## src/rtl/sinogram_line_fetcher_pkg.sv

```systemverilog
// Shared constants and state encoding for the sinogram line fetcher.
package sinogram_line_fetcher_pkg;

    localparam int NABP_PROJ_LINE_SIZE = 256;
    localparam int NABP_ANGLE_LEN      = 9;

    localparam int FETCH_LINE_SIZE   = NABP_PROJ_LINE_SIZE;
    localparam int FETCH_S_WIDTH     = $clog2(FETCH_LINE_SIZE);
    localparam int FETCH_ANGLE_WIDTH = NABP_ANGLE_LEN;

    typedef enum logic [2:0] {
        ST_IDLE,
        ST_REQ,
        ST_FILL,
        ST_DRAIN,
        ST_FINISH
    } fetch_state_t;

    function automatic logic [15:0] sat_inc16(input logic [15:0] v);
        return (v == 16'hFFFF) ? v : v + 16'd1;
    endfunction

endpackage

```

## src/rtl/sinogram_line_fetcher_sg_latency_pipe.sv

```systemverilog
// Valid + address delay line matching the sinogram RAM read latency.
module sg_latency_pipe #(
    parameter int STAGES = 1,
    parameter int ADDR_W = 8
) (
    input  logic              clk,
    input  logic              reset_n,
    input  logic              in_vld,
    input  logic [ADDR_W-1:0] in_addr,
    output logic              out_vld,
    output logic [ADDR_W-1:0] out_addr
);

    logic [STAGES-1:0] vld_p;
    logic [ADDR_W-1:0] addr_p [STAGES];

    always_ff @(posedge clk) begin
        if (!reset_n) begin
            vld_p <= '0;
        end else begin
            vld_p[0] <= in_vld;
            for (int i = STAGES - 1; i > 0; i--) vld_p[i] <= vld_p[i-1];
        end
    end

    // Address stages carry no reset; they are qualified by vld_p.
    always_ff @(posedge clk) begin
        addr_p[0] <= in_addr;
        for (int i = STAGES - 1; i > 0; i--) addr_p[i] <= addr_p[i-1];
    end

    assign out_vld  = vld_p[STAGES-1];
    assign out_addr = addr_p[STAGES-1];

endmodule

```

## src/rtl/sinogram_line_fetcher.sv

```systemverilog
// Fetches one projection line per angle into a ping-pong line buffer.
// Optional statistics outputs are enabled with NABP_FETCH_STATS_EN.
module sinogram_line_fetcher
    import sinogram_line_fetcher_pkg::*;
#(
    parameter int LINE_SIZE   = FETCH_LINE_SIZE,
    parameter int S_WIDTH     = $clog2(LINE_SIZE),
    parameter int ANGLE_WIDTH = FETCH_ANGLE_WIDTH,
    parameter int DATA_WIDTH  = 12,
    parameter int SG_LATENCY  = 1
) (
    input  logic                   clk,
    input  logic                   reset_n,
    input  logic                   start,
    output logic                   fr_next_angle,
    input  logic [ANGLE_WIDTH-1:0] fr_angle,
    input  logic                   fr_has_next_angle,
    input  logic                   fr_next_angle_ack,
    output logic [S_WIDTH-1:0]     fr_s_val,
    input  logic [DATA_WIDTH-1:0]  sg_data,
    output logic                   buf_we,
    output logic                   buf_bank,
    output logic [S_WIDTH-1:0]     buf_addr,
    output logic [DATA_WIDTH-1:0]  buf_wdata,
    output logic                   pe_line_valid,
    output logic                   pe_line_bank,
    output logic [ANGLE_WIDTH-1:0] pe_line_angle,
    input  logic                   pe_line_taken,
`ifdef NABP_FETCH_STATS_EN
    output logic [15:0]            stat_lines,
    output logic [15:0]            stat_stall,
`endif
    output logic                   done
);

    fetch_state_t state, state_nxt;

    logic [1:0]             full;
    logic                   fill_ptr;
    logic                   rd_ptr;
    logic [S_WIDTH-1:0]     s_cnt;
    logic [2:0]             drain_cnt;
    logic [ANGLE_WIDTH-1:0] angle_reg [2];

    logic               last_s;
    logic               drain_end;
    logic               take;
    logic [1:0]         set_mask;
    logic [1:0]         clr_mask;
    logic               pipe_vld;
    logic [S_WIDTH-1:0] pipe_addr;

    assign last_s    = (s_cnt == S_WIDTH'(LINE_SIZE - 1));
    assign drain_end = (state == ST_DRAIN) && (drain_cnt == 3'(SG_LATENCY - 1));
    assign take      = pe_line_taken && full[rd_ptr];
    assign set_mask  = drain_end ? (2'b01 << fill_ptr) : 2'b00;
    assign clr_mask  = take ? (2'b01 << rd_ptr) : 2'b00;

    always_comb begin
        state_nxt     = state;
        fr_next_angle = 1'b0;
        done          = 1'b0;
        case (state)
            ST_IDLE: if (start) state_nxt = ST_REQ;
            ST_REQ: begin
                fr_next_angle = !full[fill_ptr];
                if (!full[fill_ptr] && fr_next_angle_ack)      state_nxt = ST_FILL;
                else if (!full[fill_ptr] && !fr_has_next_angle) state_nxt = ST_FINISH;
            end
            ST_FILL:  if (last_s) state_nxt = ST_DRAIN;
            ST_DRAIN: if (drain_end) state_nxt = ST_REQ;
            ST_FINISH: begin
                if (full == 2'b00) begin
                    done      = 1'b1;
                    state_nxt = ST_IDLE;
                end
            end
            default: state_nxt = ST_IDLE;
        endcase
    end

    // Bank set (end of drain) and release (take) never hit the same bank.
    always_ff @(posedge clk) begin
        if (!reset_n) begin
            state     <= ST_IDLE;
            full      <= 2'b00;
            fill_ptr  <= 1'b0;
            rd_ptr    <= 1'b0;
            s_cnt     <= '0;
            drain_cnt <= '0;
        end else begin
            state     <= state_nxt;
            full      <= (full & ~clr_mask) | set_mask;
            fill_ptr  <= fill_ptr ^ drain_end;
            rd_ptr    <= rd_ptr ^ take;
            s_cnt     <= (state == ST_FILL && !last_s) ? s_cnt + S_WIDTH'(1) : '0;
            drain_cnt <= (state == ST_DRAIN && !drain_end) ? drain_cnt + 3'd1 : 3'd0;
        end
    end

    always_ff @(posedge clk) begin
        if (state == ST_FILL && s_cnt == '0) angle_reg[fill_ptr] <= fr_angle;
    end

    sg_latency_pipe #(
        .STAGES (SG_LATENCY),
        .ADDR_W (S_WIDTH)
    ) u_sg_latency_pipe (
        .clk      (clk),
        .reset_n  (reset_n),
        .in_vld   (state == ST_FILL),
        .in_addr  (s_cnt),
        .out_vld  (pipe_vld),
        .out_addr (pipe_addr)
    );

    assign fr_s_val      = s_cnt;
    assign buf_we        = pipe_vld;
    assign buf_bank      = fill_ptr;
    assign buf_addr      = pipe_vld ? pipe_addr : '0;
    assign buf_wdata     = pipe_vld ? sg_data : '0;
    assign pe_line_valid = full[rd_ptr];
    assign pe_line_bank  = rd_ptr;
    assign pe_line_angle = full[rd_ptr] ? angle_reg[rd_ptr] : '0;

`ifdef NABP_FETCH_STATS_EN
    always_ff @(posedge clk) begin
        if (!reset_n || (state == ST_IDLE && start)) begin
            stat_lines <= 16'd0;
            stat_stall <= 16'd0;
        end else begin
            if (drain_end) stat_lines <= sat_inc16(stat_lines);
            if (state == ST_REQ && full[fill_ptr]) stat_stall <= sat_inc16(stat_stall);
        end
    end
`endif

endmodule

```

## config.mk

```make
export PLATFORM = sky130hd
export DESIGN_NAME = sinogram_line_fetcher
export DESIGN_NICKNAME = d
export VERILOG_FILES = /design/src/rtl/sinogram_line_fetcher_pkg.sv /design/src/rtl/sinogram_line_fetcher_sg_latency_pipe.sv /design/src/rtl/sinogram_line_fetcher.sv
export SDC_FILE = /design/constraint.sdc
export NUM_CORES = 1
export LEC_CHECK = 0
export CAP_MARGIN = 30
export CORE_ASPECT_RATIO = 1.5
export CORE_MARGIN = 2
export CORE_UTILIZATION = 40
export DETAILED_ROUTE_END_ITERATION = 10
export PLACE_DENSITY = 0.73
export SETUP_SLACK_MARGIN = 0.3
export SYNTH_ARGS = -nofsm -noshare
export SYNTH_HDL_FRONTEND = slang
export SYNTH_SLANG_ARGS = --single-unit
```

## constraint.sdc

```tcl
create_clock -name clk -period 2.2 [get_ports clk]
set_clock_uncertainty 0.2 [all_clocks]
set_input_delay 0.55 -clock clk [delete_from_list [all_inputs] [get_ports clk]]
set_output_delay 0.55 -clock clk [all_outputs]
set_load 0.02 [all_outputs]
```

==> flow_results.org <==
** STA
- Timing-limited maximum frequency :: between 400 and 500 MHz
- Final hold analysis gives a worst-case slack of roughly 0.21 ns.
- Setup violations remaining at the end of the flow were counted as 0.
- Clock period minus final worst setup slack :: ~2.1 ns
- In the finished design, the share of the clock period the worst path needs comes to a little over nine tenths.
- For the pin with the worst max-slew slack, the measured transition is 0.4285 ns.
- Normalized max-slew margin :: 71.17%
- The count of final max-slew check failures was 0.
- Setup repair after global routing missed its margin :: yes
- The number of hold violations in the final report came to 0.

** Final layout
- Filler cells :: 375
- Leading cell type in the layout, fill and taps excluded :: buf_6
- Relative to the synthesized area, the layout overhead comes to 65.34%.
- Leading cell types in the layout, fill and taps excluded :: 26 x buf_6, 22 x buf_4, 21 x dfxtp_1
- The number of antenna diodes in the final layout is 0.
- Once layout is complete, the utilization of the core stands at roughly 70%.
- The register with the most flip-flops in the layout has 18 of them.
- Number of nets in the layout :: 310
- Of the cells placed in the final design, the portion with a size suffix greater than 1 is between 30% and 40%.

** Floorplan
- Floorplan die area :: 5363 sq um
- Measured along the x axis, the die boundary spans 60.47 microns.
- The initialized floorplan defines 30 standard-cell rows.
- The die is approximately 89 microns tall.
- For this design the top-level I/O count stands at 70.
- Once the floorplan was initialized, standard cells occupied around two fifths of the core.
- Area inside the core boundary :: around 4600 sq um

** Logic synthesis
- Dividing the synthesized area by the synthesized cell count gives 10.99 sq um.
- Synthesis produced a netlist with a net count of 209.
- Post-synth top area cell :: dfxtp_1
- Yosys printed 0 warnings.
- Dominant cells by area after synthesis :: dfxtp_1 29%, edfxtp_1 28%, and2_1 6.5%, mux2i_1 5.8%, ha_1 5.2%
- Syn Std Cell Area :: ~1900 sq um
- In this run, synthesis produced a sequential element count of 46.
- After synthesis, the largest area contributor takes up between 20% and 30% of total cell area.
- Synthesis produced a netlist whose cell count is between 150 and 200.
- After synthesis, flip-flops and latches occupy 57.55% of the total area.
- Number of distinct library cells after synthesis :: 34

** Clocking
- Num CTS Buffers :: 5
- Worst skew pair latency :: approximately 0.29 ns
- After clock tree synthesis, the clock-pin slew on the worst setup and hold paths is around 0.08 ns.
- Root buffer cell :: clkbuf_8
- Deepest level of the CTS H-tree :: 2
- Number of sinks handled by clock tree synthesis :: between 40 and 50
- TritonCTS built the clock tree.
- Cts-stage hold buffer count :: 0
- Counting along the longest clock path gives a buffer depth of 2.

** Setup path
- Category of the worst setup path launch point :: flip-flop
- Endpoint kind of the worst setup timing path :: primary output
- Setup Crit Path Kind :: flip-flop to primary output
- The slowest stage of the critical path is the dfxtp_4 cell.
- STA puts the critical path data required time at roughly 1.5 ns.
- Largest stage delay, worst path :: ~0.36 ns
- Data on the critical path arrives at its endpoint at 1.38 ns.
- Along the worst path, the maximum fanout reaches 4.
- Cell chain of the critical path :: buf_6 -> buf_12 -> mux2i_4 -> buf_6 -> nor2_2 -> buf_6
- Cell repeated most along the worst path :: buf_6

** Route
- Detailed-route via count :: between 1.5k and 2k
- Detail Route met3 WL :: around 210 microns
- After detailed routing, the number of remaining DRC violations is 0.
- In this run the remaining antenna-violating nets after routing total 0.
- The first detailed-routing pass ran for 3 iterations.
- Drt wl/cell :: between 10 and 15 microns
- DRT iter0 DRCs :: 25
- Final routed wirelength across all metal layers :: 4615 microns
- For this block, wires on met1 add up to between 1500 and 2000 microns.
- Dividing the detail-routed via count by the number of cells gives about 4.6.
- In the detailed route, the total length drawn on met2 is 2674 microns.
- Max Used Layer :: met4

** Run
- Across the run, the number of max-cap violations was 0.

** GRT
- Entering global routing, the biggest net connects 22 pins.
- For this run, the total global-route usage over all layers was measured as between 10% and 20%.
- The total overflow left after global routing is 0.
- Via count of the first global-routing pass :: 1,417
- The first global-routing pass estimated about 6500 microns of wire.
- Antenna violations before repair :: 0

** Power and ir drop
- Worst voltage drop across the vdd grid :: between 0.6 and 0.7 mV
- In this run the static leakage power is approximately 1.4 nW.
- For this design the ratio of total power to cell area is between 500 and 600 nW/um^2.

** Placement
- The congestion estimate from routability-driven global placement came to 0.7741.
- Total half-perimeter wirelength after legalization and detailed placement :: just over 3000 microns
- Count of buffers from port buffering :: approximately 70

** Worst hold path
- The worst hold path belongs to the class flip-flop to flip-flop.

** Run status
- Outcome :: completed
[logic make-up (layout without fill, tap and decap cells)]
family | Yosys count | count (layout) | synth area share, %
simple gates | 73 | 73 | 21.06
flops | 46 | 46 | 57.55
compound gates | 16 | 16 | 5.364
buf+inv | 16 | 117 | 3.204
mux | 11 | 12 | 5.756
fa+ha+maj | 8 | 8 | 5.232
xor+xnor | 4 | 4 | 1.832
[cell usage after synthesis]
cell      instances
a21boi_0          1
a21o_1            1
a21oi_1           2
a21oi_2           1
a31oi_1           1
and2_1           20
and2b_1           1
buf_2             1
clkbuf_1          3
dfxtp_1          28
edfxtp_1         18
ha_1              8
inv_1            12
mux2i_1          11
nand2_1           4
nand2b_1          2
nand3_1           6
nand3b_1          1
nand4_1           2
nand4_2           1
nor2_1           19
nor2b_1           7
nor3_1            2
nor4_1            2
nor4b_1           1
o21a_1            2
o21ai_0           5
o21ai_2           1
o22ai_1           1
o31ai_1           1
or3_1             4
or3b_2            1
xnor2_1           2
xor2_1            2
[metal layers]
metal  GRT usage [%]  vias to the layer above
li1                -                      793
met1           16.42                      728
met2           31.32                       38
met3           4.386                        6
met4           5.336                        0
met5               0                        -
[repair_timing]
item / CTS / global route
pin swaps: 7 / 9
resized for setup: 199 / 45
buffers inserted: 5 / 8
setup endpoints to repair: 47 / 43
gates cloned: 1 / 0
[critical path: cells and delay by family, from the launching register on]
| kind | cells | cell delay (ns) |
|---|---|---|
| flip-flops | 1 | 0.36 |
| multiplexers | 1 | 0.18 |
| AND/OR/NAND/NOR | 1 | 0.04 |
| buffers and inverters | 4 | 0.52 |
[final timing paths]
kind,start,to,slack [ns],cells past startpoint
min reg2reg,fr_s_val[1]$_SDFF_PN0_,u_sg_latency_pipe.addr_p[0][1]$_DFF_P_,0.21,0
max reg2reg,pe_line_bank$_SDFF_PN0_,full[0]$_SDFF_PN0_,0.43,8
min,fr_s_val[1]$_SDFF_PN0_,u_sg_latency_pipe.addr_p[0][1]$_DFF_P_,0.21,0
max,full[0]$_SDFF_PN0_,pe_line_angle[1],0.07,6
[area by class of cell]
type                       count  area, sq um  share of cell area (%)
tap                           64        80.08                   2.532
timing repair buffer          97        944.7                   29.87
multi-input combinational    113        864.6                   27.33
inverter                      12        45.04                   1.424
sequential                    46         1120                   35.40
clock buffer                   6        72.57                   2.294
clock inverter                 2        36.28                   1.147
[where the power goes]
part / switching, mW / internal, mW
sequential: 0.00815 / 0.893
clock: 0.259 / 0.339
combinational: 0.0675 / 0.0950
total: 0.334 / 1.33
[stage by stage]
step / power, mW / instances / setup TNS [ns] / worst slack (ns) / area, sq um
after floorplan: 0.9766 / 174 / 0 / 0.2734 / 1919
after global placement: 1.065 / 318 / -5.014 / -0.2779 / 2798
after detailed placement: 1.068 / 318 / -5.665 / -0.3032 / 2798
after CTS: 1.670 / 332 / 0 / 0.06329 / 2985
after global routing: 1.732 / 340 / 0 / 0.006829 / 3163
final: 1.662 / 340 / 0 / 0.07105 / 3163
Power figures use the tool's default switching activity.
